**src/rtl/alu_arbiter_pkg.sv**
```systemverilog
// Shared definitions for the two-requester ALU arbiter: control codes,
// sequencing states and the shift-code classifier.
package alu_pkg;

   localparam int CTRL_W = 4;

   localparam logic [CTRL_W-1:0] ALU_ADD  = 4'b0000;
   localparam logic [CTRL_W-1:0] ALU_SUB  = 4'b0001;
   localparam logic [CTRL_W-1:0] ALU_AND  = 4'b0010;
   localparam logic [CTRL_W-1:0] ALU_OR   = 4'b0011;
   localparam logic [CTRL_W-1:0] ALU_XOR  = 4'b0100;
   localparam logic [CTRL_W-1:0] ALU_SLT  = 4'b0101;
   localparam logic [CTRL_W-1:0] ALU_SLTU = 4'b0110;
   localparam logic [CTRL_W-1:0] ALU_NOR  = 4'b0111;
   localparam logic [CTRL_W-1:0] ALU_SLL  = 4'b1000;
   localparam logic [CTRL_W-1:0] ALU_SRL  = 4'b1001;
   localparam logic [CTRL_W-1:0] ALU_SRA  = 4'b1010;

   localparam logic [CTRL_W-1:0] MAX_CTRL = ALU_SRA;

   typedef enum logic [1:0] {
      ST_IDLE = 2'b00,
      ST_EXEC = 2'b01,
      ST_RESP = 2'b10
   } state_e;

   function automatic logic is_shift(input logic [CTRL_W-1:0] ctrl);
      return (ctrl == ALU_SLL) || (ctrl == ALU_SRL) || (ctrl == ALU_SRA);
   endfunction

endpackage

```
**src/rtl/alu_arbiter_rr_arb2.sv**
```systemverilog
// Two-way round-robin grant; the previous winner is held by the parent and
// loses any tie on the next arbitration.
module rr_arb2
   import alu_pkg::*;
(
   input  logic [1:0] valid,
   input  logic       last_grant,
   output logic [1:0] grant
);

   always_comb begin
      grant = 2'b00;
      case (valid)
         2'b01:   grant = 2'b01;
         2'b10:   grant = 2'b10;
         2'b11:   grant = last_grant ? 2'b01 : 2'b10;
         default: grant = 2'b00;
      endcase
   end

endmodule

```
**src/rtl/alu_arbiter.sv**
```systemverilog
// Shares one external combinational ALU between two valid/ready requesters,
// one operation in flight, with operands, control and result registered.
module alu_arbiter
   import alu_pkg::*;
#(
   parameter int                DATA_W     = 32,
   parameter int                CTRL_W     = alu_pkg::CTRL_W,
   parameter bit                MASK_SHAMT = 1'b1,
   parameter logic [CTRL_W-1:0] MAX_CTRL   = alu_pkg::MAX_CTRL
) (
   input  logic              clk,
   input  logic              reset,
   input  logic              req0_valid,
   output logic              req0_ready,
   input  logic [DATA_W-1:0] req0_op1,
   input  logic [DATA_W-1:0] req0_op2,
   input  logic [CTRL_W-1:0] req0_ctrl,
   output logic              rsp0_valid,
   input  logic              rsp0_ready,
   output logic [DATA_W-1:0] rsp0_data,
   output logic              rsp0_err,
   input  logic              req1_valid,
   output logic              req1_ready,
   input  logic [DATA_W-1:0] req1_op1,
   input  logic [DATA_W-1:0] req1_op2,
   input  logic [CTRL_W-1:0] req1_ctrl,
   output logic              rsp1_valid,
   input  logic              rsp1_ready,
   output logic [DATA_W-1:0] rsp1_data,
   output logic              rsp1_err,
   output logic [DATA_W-1:0] alu_op1,
   output logic [DATA_W-1:0] alu_op2,
   output logic [CTRL_W-1:0] alu_ctrl,
   input  logic [DATA_W-1:0] alu_result,
   output logic              busy
);

   state_e              state_q, state_d;
   logic                owner_q, owner_d;
   logic                last_grant_q, last_grant_d;
   logic [DATA_W-1:0]   op1_q, op1_d;
   logic [DATA_W-1:0]   op2_q, op2_d;
   logic [CTRL_W-1:0]   ctrl_q, ctrl_d;
   logic [DATA_W-1:0]   rsp_data_q, rsp_data_d;
   logic                rsp_err_q, rsp_err_d;

   logic [1:0]          grant;
   logic [DATA_W-1:0]   sel_op1;
   logic [DATA_W-1:0]   sel_op2;
   logic [DATA_W-1:0]   op2_masked;
   logic [CTRL_W-1:0]   sel_ctrl;

   rr_arb2 u_rr_arb2 (
      .valid      ({req1_valid, req0_valid}),
      .last_grant (last_grant_q),
      .grant      (grant)
   );

   // Shift amount masking is applied at capture so the ALU sees a plain register.
   always_comb begin
      sel_op1    = grant[1] ? req1_op1  : req0_op1;
      sel_op2    = grant[1] ? req1_op2  : req0_op2;
      sel_ctrl   = grant[1] ? req1_ctrl : req0_ctrl;
      op2_masked = '0;
      op2_masked[4:0] = sel_op2[4:0];

      state_d      = state_q;
      owner_d      = owner_q;
      last_grant_d = last_grant_q;
      op1_d        = op1_q;
      op2_d        = op2_q;
      ctrl_d       = ctrl_q;
      rsp_data_d   = rsp_data_q;
      rsp_err_d    = rsp_err_q;

      case (state_q)
         ST_IDLE: begin
            if (grant != 2'b00) begin
               state_d      = ST_EXEC;
               owner_d      = grant[1];
               last_grant_d = grant[1];
               op1_d        = sel_op1;
               ctrl_d       = sel_ctrl;
               if (MASK_SHAMT && is_shift(sel_ctrl)) begin
                  op2_d = op2_masked;
               end else begin
                  op2_d = sel_op2;
               end
            end else begin
               state_d = ST_IDLE;
            end
         end
         ST_EXEC: begin
            state_d    = ST_RESP;
            rsp_data_d = alu_result;
            rsp_err_d  = (ctrl_q > MAX_CTRL);
         end
         ST_RESP: begin
            if (owner_q ? rsp1_ready : rsp0_ready) begin
               state_d = ST_IDLE;
            end else begin
               state_d = ST_RESP;
            end
         end
         default: begin
            state_d = ST_IDLE;
         end
      endcase
   end

   // State and datapath registers; last_grant resets to 1 so requester 0 wins the first tie.
   always_ff @(posedge clk) begin
      if (reset) begin
         state_q      <= ST_IDLE;
         owner_q      <= 1'b0;
         last_grant_q <= 1'b1;
         op1_q        <= '0;
         op2_q        <= '0;
         ctrl_q       <= '0;
         rsp_data_q   <= '0;
         rsp_err_q    <= 1'b0;
      end else begin
         state_q      <= state_d;
         owner_q      <= owner_d;
         last_grant_q <= last_grant_d;
         op1_q        <= op1_d;
         op2_q        <= op2_d;
         ctrl_q       <= ctrl_d;
         rsp_data_q   <= rsp_data_d;
         rsp_err_q    <= rsp_err_d;
      end
   end

   assign req0_ready = !reset && (state_q == ST_IDLE) && grant[0];
   assign req1_ready = !reset && (state_q == ST_IDLE) && grant[1];

   assign rsp0_valid = (state_q == ST_RESP) && !owner_q;
   assign rsp1_valid = (state_q == ST_RESP) &&  owner_q;
   assign rsp0_data  = rsp_data_q;
   assign rsp1_data  = rsp_data_q;
   assign rsp0_err   = rsp_err_q;
   assign rsp1_err   = rsp_err_q;

   assign alu_op1  = op1_q;
   assign alu_op2  = op2_q;
   assign alu_ctrl = ctrl_q;
   assign busy     = (state_q != ST_IDLE);

endmodule
```
**config.mk**
```make
export PLATFORM = sky130hd
export DESIGN_NAME = alu_arbiter
export DESIGN_NICKNAME = d
export VERILOG_FILES = /design/src/rtl/alu_arbiter_pkg.sv /design/src/rtl/alu_arbiter_rr_arb2.sv /design/src/rtl/alu_arbiter.sv
export SDC_FILE = /design/constraint.sdc
export NUM_CORES = 1
export LEC_CHECK = 0
export CORE_AREA = 3 3 121 123
export CTS_BUF_LIST = sky130_fd_sc_hd__clkbuf_4
export DETAILED_ROUTE_END_ITERATION = 10
export DIE_AREA = 0 0 124 126
export PLACE_DENSITY_LB_ADDON = 0.08
export RECOVER_POWER = 50
export SLEW_MARGIN = 20
export SYNTH_ARGS = -nofsm -noshare
export SYNTH_HDL_FRONTEND = slang
export SYNTH_SLANG_ARGS = --single-unit
export TNS_END_PERCENT = 10
```
**constraint.sdc**
```tcl
create_clock -name clk -period 1.5 [get_ports clk]
set_input_delay 0.3 -clock clk [delete_from_list [all_inputs] [get_ports clk]]
set_output_delay 0.3 -clock clk [all_outputs]
set_load 0.02 [all_outputs]
```
**Word level (Yosys, flattened, before mapping)**

Cells that the tools add are included.

- Register bits: 105
- Latch bits: 0
- Bits in writable memories: 0
- Bits in read-only memories: 0
- Input bits: 174
- Output and inout port bits: 139
- Memories: 0

- Add/sub/neg operators: 0
- Multipliers: 0
- Div/mod/pow operators: 0
- $lt $le $gt $ge: 1
- Equal/unequal tests: 8
- Shift operators: 0
- Mux-type cells: 10
- Bitwise logic cells: 0
- Reduce and logical (&&, ||, !) cells: 13

Operators by type and width:

| kind | number |
|---|---|
| 2-to-1 mux 32 bit | 3 |
| == test 4 bit (second input constant) | 3 |
| case mux 2 bit (3 select lines) | 2 |
| == test 2 bit (second input constant) | 3 |
| logical AND 1 bit | 5 |
| == test 2 x 1 -> 1 bit (second input constant) | 2 |
| > comparator 4 bit (second input constant) | 1 |
| 2-to-1 mux 2 bit | 2 |
| 2-to-1 mux 4 bit | 1 |
| nonzero test 2 bit | 2 |
| logical NOT 1 bit | 2 |
| logical NOT 2 bit | 1 |
| logical OR 1 bit | 2 |
| 2-to-1 mux 1 bit | 2 |
| AND reduction 2 bit | 1 |

**Depth between registers and ports, before layout**

Gate-level depths: netlist (run 1).

- Word-level depth: 7
- Depth in mapped cells: 7
- Depth with buffers taken out: 4

**Hierarchy**

From an unflattened synthesis (run 1), not the netlist that was laid out.

- Cells, all modules: 552
- Area, all modules: 5231.3 µm²

Modules (own cells, without submodules):

| module | times used | cells each | area each (µm²) | seq. area each (µm²) |
|---|---|---|---|---|
| alu_arbiter | 1 | 549 | 5212.5 | 2102.0 |
| rr_arb2 | 1 | 3 | 18.8 | 0.0 |

**Worst setup path before layout (run 1)**

OpenSTA, ideal clock, no wires.

- Path kind: register to output
- From: register state_q[1]
- To: output port req1_ready
- Arrival time: 1.285 ns
- Setup slack: -0.085 ns
- Stages on the path, launching flop included: 6
- Buffers on the path: 2
- Path through: dfxtp_1 > nor2_1 > nand2_1 > buf_2 > buf_4 > nor2_1

- Cells in the longest elaborated chain, start to end: 3

RTL lines:

| what | RTL line | text |
|---|---|---|
| start: declaration | alu_arbiter.sv:38 | `state_e state_q, state_d;` |
| start signal: assignment | alu_arbiter.sv:123 | `state_q <= state_d;` |
| logical NOT 2 bit | alu_arbiter.sv:135 | `assign req1_ready = !reset && (state_q == ST_IDLE) && grant[1];` |
| logical AND 1 bit (2 in a row) | alu_arbiter.sv:135 |  |
| end: declaration | alu_arbiter.sv:23 | `output logic req1_ready,` |

No other way between the ends.

**Final worst setup path (run 1)**

Same ends and word-level chain as after synthesis.

==> reports/results.ini, run 1 <==
[status]
outcome=complete, but fails checks
violations=negative setup slack

[route]
vias=4617
drc_errors=0
drt-pass1-iter-count=4
wl_mm=16.17
wl_per_cell_um=16.74
via_per_inst=4.780
ant_nets=0
drt_iter0_markers=171

[place]
io_buffers=312
gp_congestion=0.7529
dp_hpwl_mm=12.27
dpl_cell_area_um2=7495

[timing]
maxSlewViolCount=0
fmax_ghz=0.5591
rsz0062_at_grt=yes
setup_slack_ns=-0.2885
whs_ns=0.3468
skew_ns=0.01358
setup_viol=73
tightest_slew_ns=0.7452
fin_crit_sh=1.192
finalHoldViolations=0
maxSlewHeadroom=0.5020
period_minus_slack_ns=1.789

[hold_path]
hold_path_class=in -> reg
whs_endpoint=owner_q$_SDFFE_PP0P_
min_from=reset
min_path_cells=3

[yosys]
syn_avg_cell_area_um2=8.804
synth.top_cell.area_share=0.4833
syn-num-nets=668
synthTopCellsByArea=dfxtp_1, a21oi_1, o22ai_1, nand2_1, buf_4
synth_most_common_cell=dfxtp_1
yosys.area.top_type=dfxtp_1
async_flop_share=0
yosysSeqAreaShare=0.4833
netlist_instances=494
ys.flop_type=dfxtp_1
synth_edf_count=0
synth_area_um2=4349
yosysUniqueCellTypes=35
synthTopCellsByCount=dfxtp_1, nand2_1, a21oi_1, o22ai_1, nor2_1
ys_ff_latch=105
synth_warnings=0

[clocking]
cts_max_path_buffers=2
htreeDepth=3
ctsHoldBuffers=0
cts_buffers=9
clk_latency_ns=0.45
cts_tree=built
cts-root-buf=clkbuf_4
cts_sinks=105
path_clk_slew_ns=0.15

[critical_path]
r2r-start=state_q[1]$_SDFF_PP0_
cp-end-kind=output port
path_max_fanout=3
setup.worst_path.start_class=register
path_class=reg -> out
r2r_end=alu_op2[22]$_SDFFE_PP0P_
rrSetupSlack_ns=-0.21
crit_arrival_ns=1.49
r2r_cells=5
crit_required_ns=1.20

[power]
leakagePower_nw=2.901
vdd_drop_max_uv=374.7
power.density_nw_per_um2=940.2

[floorplanning]
pin_count=313
die_h_um=126
rows=43
fp.coreArea_um2=13770
die_area_um2=15620
die_w_um=124
start_util=0.3158

[run]
max-cap-violations=0

[global_routing]
antenna_found_initial=1
gr-total-overflow=0
grt.total_usage=0.1938
grt_pass1_vias=4532
grt_max_degree=39
grt_first_pass_wirelength_mm=23.53

[finish]
final_area_um2=7717
syn2layout_area_growth_pct=77.45
fillers=1285
layout-drive-gt1-share=0.2102
nets=955

## how the worst max path moves through the flow
stage	start	to	slack [ns]	cells after the start
6_report	state_q[1]$_SDFF_PP0_	req1_ready	-0.29	6
5_1_grt	last_grant_q$_SDFFE_PP1P_	req1_ready	-0.38	6
4_1_cts	last_grant_q$_SDFFE_PP1P_	req1_ready	-0.34	6
3_5_place_dp	req0_valid	alu_op2[26]$_SDFFE_PP0P_	-0.57	6
3_3_place_gp	req1_valid	req0_ready	-0.52	5
2_1_floorplan	last_grant_q$_SDFFE_PP1P_	req0_ready	-0.08	4
## critical path: stages, from the launching register on
cell and delay, ns:
dfxtp_4 0.38, nor2_4 0.14, buf_6 0.12, nand2_2 0.07
buf_6 0.13, nor2_4 0.08, buf_6 0.13
## cells by family after synthesis
logic type / after synthesis / synth area share
DFF: 105 / 0.4833
muxes: 1 / 0.002302
buffers and inverters: 74 / 0.1076
and+or+nand+nor: 141 / 0.1436
AOI/OAI and AO/OA: 173 / 0.2632
## cell usage in the layout (no fill, tap or decap), types with 2 or more instances in the layout
master | synthesis | routed
clkbuf_2 | 0 | 7
clkbuf_1 | 9 | 24
nand3_2 | 3 | 2
clkbuf_4 | 0 | 10
o22ai_1 | 51 | 48
nor3_4 | 1 | 2
dfxtp_1 | 105 | 100
dfxtp_2 | 0 | 3
o22ai_2 | 0 | 3
nand2b_1 | 2 | 2
clkdlybuf4s15_2 | 0 | 72
clkdlybuf4s50_1 | 0 | 171
a21oi_1 | 74 | 74
a22oi_1 | 13 | 13
nand2_1 | 79 | 78
dfxtp_4 | 0 | 2
nor2_4 | 1 | 3
clkdlybuf4s15_1 | 0 | 30
clkinv_1 | 1 | 3
a311oi_1 | 4 | 4
buf_6 | 3 | 8
o2bb2ai_2 | 9 | 9
buf_12 | 0 | 4
clkinv_2 | 0 | 2
o2bb2ai_1 | 18 | 18
buf_4 | 37 | 24
dlygate4sd2_1 | 0 | 4
nor2_1 | 43 | 40
## registers in the layout, indices dropped and copies added (netlist names)
signal and flops:
alu_ctrl 4, alu_op1 32, rsp0_data 32, rsp0_err 1, state_q 2, owner_q 1, alu_op2 32, last_grant_q 1
## metrics by stage
| stage | utilization | setup TNS, ns | instances | setup WS (ns) | power, mW |
|---|---|---|---|---|---|
| after detailed placement | 0.5442 | -33.95 | 942 | -0.5711 | 6.055 |
| after floorplan | - | -0.08404 | 494 | -0.08404 | 4.631 |
| after global placement | 0.5442 | -30.76 | 942 | -0.5197 | 6.018 |
| final | 0.5603 | -9.192 | 966 | -0.2885 | 7.256 |
| after global routing | 0.5603 | -18.96 | 966 | -0.3778 | 7.643 |
| after CTS | 0.5658 | -2.846 | 962 | -0.3356 | 7.369 |
## report_power, final
part | internal (mW) | total, mW | switching, mW
Clock | 0.504 | 1.39 | 0.881
Sequential | 3.11 | 3.31 | 0.201
Combinational | 1.25 | 2.56 | 1.31
Total | 4.87 | 7.26 | 2.39
## routing by layer
metal / global-route usage / vias to the layer above / share of wire
met5: 0 / - / 0
met4: 0.07861 / 0 / 0.024
met3: 0.06286 / 27 / 0.094
met2: 0.3433 / 194 / 0.51
met1: 0.2105 / 2106 / 0.37
li1: - / 2290 / -
## layout make-up
cell class	instances	area (um^2)	share of cell area
repair buffers	348	3391	0.4394
inverters	2	7.507	0.0009728
diodes	1	2.502	0.0003243
flip-flops and latches	105	2113	0.2738
multi-input cells	315	1856	0.2404
clock buffers	10	75.07	0.009728
clock inverters	5	47.55	0.006161
well taps	180	225.2	0.02918
## what timing repair did
| item | CTS | global route |
|---|---|---|
| pin swaps | 3 | 3 |
| gates resized for setup | 376 | 48 |
| cloned | 0 | 1 |
| endpoints found under the setup margin | 190 | 109 |
| setup buffers | 5 | 4 |
No activity file was read; power rests on OpenSTA's default activity.
==> run 2, diff against run 1 <==
--- a/config.mk
+++ b/config.mk
@@ -5,10 +5,10 @@
 export SDC_FILE = /design/constraint.sdc
 export NUM_CORES = 1
 export LEC_CHECK = 0
-export CORE_AREA = 3 3 121 123
-export CTS_BUF_LIST = sky130_fd_sc_hd__clkbuf_4
+export CORE_AREA = 3 3 119 121
+export CTS_BUF_LIST = sky130_fd_sc_hd__clkbuf_16
 export DETAILED_ROUTE_END_ITERATION = 10
-export DIE_AREA = 0 0 124 126
+export DIE_AREA = 0 0 122 124
 export PLACE_DENSITY_LB_ADDON = 0.08
 export RECOVER_POWER = 50
 export SLEW_MARGIN = 20
==> constraint.sdc (replaced) <==
create_clock -name clk -period 1.8 [get_ports clk]
set_input_delay 0.36 -clock clk [delete_from_list [all_inputs] [get_ports clk]]
set_output_delay 0.36 -clock clk [all_outputs]
set_load 0.02 [all_outputs]
==> run 2 against run 1 <==
The flow now finishes without violations. Worst hold slack improved by 0.075 ns. Combinational power fell by 16%. Critical path depth decreased by 1. Clock-buffer cell count decreased by 1. Via count decreased by 0.50%. Clock power is 58% higher. Non-clock buffer count shrank 11. Critical path type is now in -> out.
==> reports/results.ini, run 2 (synthesis results as in run 1) <==
[power]
power.density_nw_per_um2=912.9
leakagePower_nw=2.934
vdd_drop_max_uv=477.2

[clocking]
path_clk_slew_ns=0.06
clk_latency_ns=0.34
cts_buffers=9
htreeDepth=3
ctsHoldBuffers=0
cts_sinks=105
cts_max_path_buffers=2
cts-root-buf=clkbuf_16
cts_tree=built

[timing]
rsz0062_at_grt=yes
setup_viol=0
maxSlewViolCount=0
fin_setup_tns_ns=0
skew_ns=0.004162
tightest_slew_ns=0.6813
maxSlewHeadroom=0.5458
period_minus_slack_ns=1.740
fin_crit_sh=0.9667
fmax_ghz=0.5747
whs_ns=0.4214
finalHoldViolations=0

[finish]
antennaDiodeCount=0
layout_common_cells=clkdlybuf4s50_1, dfxtp_1, nand2_1
final_area_um2=7764
syn2layout_area_growth_pct=78.51
nets=944
layout-drive-gt1-share=0.07871
multi_input_area_um2=1763
register_area_um2=2102
final_common_cell=clkdlybuf4s50_1
fillers=1202

[floorplanning]
die_w_um=122
die_area_um2=15130
start_util=0.3297
rows=42
die_h_um=124
fp.coreArea_um2=13190
pin_count=313

[global_routing]
grt_first_pass_wirelength_mm=23.19
grt_max_degree=39
grt_pass1_vias=4461
gr-total-overflow=0
antenna_found_initial=0
grt.total_usage=0.1968

[critical_path]
crit_required_ns=1.44
crit_arrival_ns=1.38
slowest_delay_ns=0.47
setup.worst_path.start_class=input port
path_class=in -> out
cp-end-kind=output port
crit_chain=clkdlybuf4s50_1, a21boi_2, nand2_1, nor2_2, buf_4
cp_slowest_cell=clkdlybuf4s50_1
path_max_fanout=2

[route]
drt-pass1-iter-count=4
vias=4594
wl_mm=15.44
ant_nets=0
drt_iter0_markers=109
via_per_inst=4.831
drc_errors=0
wl_per_cell_um=16.23

[place]
dpl_cell_area_um2=7480
dp_hpwl_mm=11.91
gp_congestion=0.7673
io_buffers=312

[status]
outcome=finished clean

[hold_path]
hold_path_class=in -> reg

[run]
max-cap-violations=0

## run 2: path summary, 6_finish.rpt
| path | start | endpoint | slack (ns) | cells after the start |
|---|---|---|---|---|
| max reg2reg | state_q[1]$_SDFF_PP0_ | alu_op2[17]$_SDFFE_PP0P_ | 0.14 | 7 |
| max | req1_valid | req1_ready | 0.06 | 5 |
| min reg2reg | alu_op2[7]$_SDFFE_PP0P_ | alu_op2[7]$_SDFFE_PP0P_ | 0.46 | 1 |
| min | reset | owner_q$_SDFFE_PP0P_ | 0.42 | 3 |
## run 2: through the flow
| stage | setup slack (ns) | power [mW] | utilization | std cells |
|---|---|---|---|---|
| after floorplan | 0.1552 | 3.858 | - | 494 |
| after global placement | -0.4890 | 5.013 | 0.5671 | 935 |
| after detailed placement | -0.5075 | 5.042 | 0.5671 | 935 |
| after CTS | -0.01152 | 7.253 | 0.5921 | 951 |
| after global routing | -0.02395 | 7.428 | 0.5886 | 951 |
| final | 0.05991 | 7.087 | 0.5886 | 951 |
## run 2: area by class of cell
type                            instances  area share
Clock inverter                          7     0.01418
Inverter                                2   0.0009670
Sequential cell                       105      0.2707
Multi-Input combinational cell        315      0.2271
Timing Repair Buffer                  337      0.4297
Clock buffer                            9     0.02901
Tap cell                              176     0.02836
## run 2: what timing repair did
item                       in CTS  in global routing
gates resized for setup        17                  8
setup buffers                   0                  0
setup endpoints to repair       5                 19
pin swaps                       0                  0
## run 2: critical path: cells and delay by family
| kind | cells | cell delay, ns |
|---|---|---|
| simple gates | 2 | 0.21 |
| buf+inv | 2 | 0.63 |
| compound gates | 1 | 0.18 |
## run 2: report_power, final
group          switching (mW)  internal, mW  leakage [nW]
combinational            1.05          1.10          1.90
sequential              0.153          2.59         0.867
clock                   0.840          1.35         0.164
total                    2.04          5.05          2.93
## run 2: metal layers
layer | share of wire | wire length, um | track usage | vias to the layer above
met5 | 0 | 0 | 0 | -
li1 | - | - | - | 2270
met2 | 0.51 | 7948 | 0.3526 | 194
met3 | 0.095 | 1460 | 0.06630 | 18
met1 | 0.37 | 5729 | 0.2162 | 2112
met4 | 0.019 | 299 | 0.07353 | 0
==> run 3, diff against run 2 <==
--- a/config.mk
+++ b/config.mk
@@ -5,10 +5,11 @@
 export SDC_FILE = /design/constraint.sdc
 export NUM_CORES = 1
 export LEC_CHECK = 0
-export CORE_AREA = 3 3 119 121
+export CORE_ASPECT_RATIO = 0.9
+export CORE_MARGIN = 3
+export CORE_UTILIZATION = 31
 export CTS_BUF_LIST = sky130_fd_sc_hd__clkbuf_16
 export DETAILED_ROUTE_END_ITERATION = 10
-export DIE_AREA = 0 0 122 124
 export PLACE_DENSITY_LB_ADDON = 0.08
 export RECOVER_POWER = 50
 export SLEW_MARGIN = 20
==> constraint.sdc (replaced) <==
create_clock -name clk -period 1.5 [get_ports clk]
set_input_delay 0.3 -clock clk [delete_from_list [all_inputs] [get_ports clk]]
set_output_delay 0.3 -clock clk [all_outputs]
set_load 0.02 [all_outputs]
==> run 3 against run 2 <==
The flow now finishes with violations (negative setup slack). Critical path type is now reg -> out. Total power rose by 18%. Critical endpoint unchanged. Cell count rose by 0.53%. Worst hold slack improved by 0.034 ns. Largest power group unchanged. Clock-buffer cell count did not move. Register-to-register slack got worse by 0.16 ns. Largest cell class unchanged.
==> reports/results.ini, run 3 (synthesis results as in run 1) <==
[route]
via_per_inst=4.926
drc_errors=0
drt-pass1-iter-count=4
ant_nets=0
wl_mm=16.07
wl_per_cell_um=16.81
drt_iter0_markers=188
vias=4709

[timing]
fin_setup_tns_ns=-0.3334
fin_crit_sh=1.077
rsz0062_at_grt=yes
skew_ns=0.006638
setup_slack_ns=-0.1158
whs_ns=0.4557
maxSlewHeadroom=0.6699
fmax_ghz=0.6189
finalHoldViolations=0
maxSlewViolCount=0
tightest_slew_ns=0.4939
period_minus_slack_ns=1.616
setup_viol=14

[floorplanning]
fp.coreArea_um2=13510
die_area_um2=15490
die_w_um=130.9
die_h_um=118.4
rows=40
start_util=0.3219
pin_count=313

[critical_path]
crit_chain=buf_6, a21boi_4, nand2_2, nor2_4, buf_6
worst-path-buf-inv=2
cp-end-kind=output port
crit_required_ns=1.20
path_delay_family=flip-flops
path_max_fanout=2
cp_slowest_cell=dfxtp_2
crit_arrival_ns=1.32
setup.worst_path.start_class=register
path_class=reg -> out
path_common_cell=buf_6
slowest_delay_ns=0.33
rrSetupSlack_ns=-0.02

[place]
gp_congestion=0.7955
io_buffers=312
dp_slack_ns=-0.7915
dp_hpwl_mm=12.28

[clocking]
cts-root-buf=clkbuf_16
cts_buffers=9
cts_sinks=105
cts_max_path_buffers=2
path_clk_slew_ns=0.07
htreeDepth=3
clk_latency_ns=0.34
cts_tree=built
ctsHoldBuffers=0

[power]
leakagePower_nw=3.480
vdd_drop_max_uv=555.3
power.density_nw_per_um2=1059

[status]
violations=negative setup slack
outcome=complete, but fails checks

[finish]
nets=956
syn2layout_area_growth_pct=81.44
final_common_cell=clkdlybuf4s50_1
layout-drive-gt1-share=0.1144
layout_common_cells=clkdlybuf4s50_1, dlygate4sd2_1, dfxtp_1

[global_routing]
antenna_found_initial=1
grt_max_degree=38
grt_pass1_vias=4720
grt.total_usage=0.2043
gr-total-overflow=0
grt_first_pass_wirelength_mm=24.93

[run]
max-cap-violations=0

[hold_path]
hold_path_class=reg -> reg

## run 3: layout make-up
class	instances	area [um^2]
Fill cell	1266	5622
Timing Repair Buffer	348	3353
Sequential cell	105	2106
Multi-Input combinational cell	316	1892
Clock buffer	9	225.2
Tap cell	168	210.2
Clock inverter	7	92.59
Inverter	2	10.01
Antenna cell	1	2.502
## run 3: what timing repair did
action                     in CTS  in global routing
resized for setup             189                  8
pin swaps                      15                  9
buffers inserted                7                  0
gates cloned                    3                  0
setup endpoints to repair     174                 38
## run 3: power by group
part	internal (mW)	total, mW	switching, mW
Combinational	1.22	2.55	1.33
Sequential	3.11	3.30	0.182
Clock	1.46	2.52	1.05
Total	5.80	8.36	2.56
## run 3: stage by stage
stage / power [mW] / utilization / cell area, um^2 / instances
global route: 8.779 / 0.5840 / 7891 / 956
floorplan: 4.631 / - / 4352 / 494
CTS: 8.470 / 0.5848 / 7903 / 956
finish: 8.360 / 0.5840 / 7891 / 956
global placement: 6.024 / 0.5563 / 7517 / 930
detailed placement: 6.069 / 0.5563 / 7517 / 930
## run 3: per-layer routing
layer | wire length (um) | share of wire | track usage | up-vias
met4 | 415 | 0.026 | 0.06684 | 0
met1 | 6130 | 0.38 | 0.2312 | 2178
met5 | 0 | 0 | 0 | -
met2 | 8103 | 0.50 | 0.3549 | 198
li1 | - | - | - | 2307
met3 | 1420 | 0.088 | 0.07049 | 26
## run 3: final timing paths
path | start | to | depth (start not counted)
worst max-delay path | last_grant_q$_SDFFE_PP1P_ | req1_ready | 5
worst min register to register | alu_op2[25]$_SDFFE_PP0P_ | alu_op2[25]$_SDFFE_PP0P_ | 1
worst max register to register | last_grant_q$_SDFFE_PP1P_ | alu_op2[5]$_SDFFE_PP0P_ | 7
worst min-delay path | alu_op2[25]$_SDFFE_PP0P_ | alu_op2[25]$_SDFFE_PP0P_ | 1
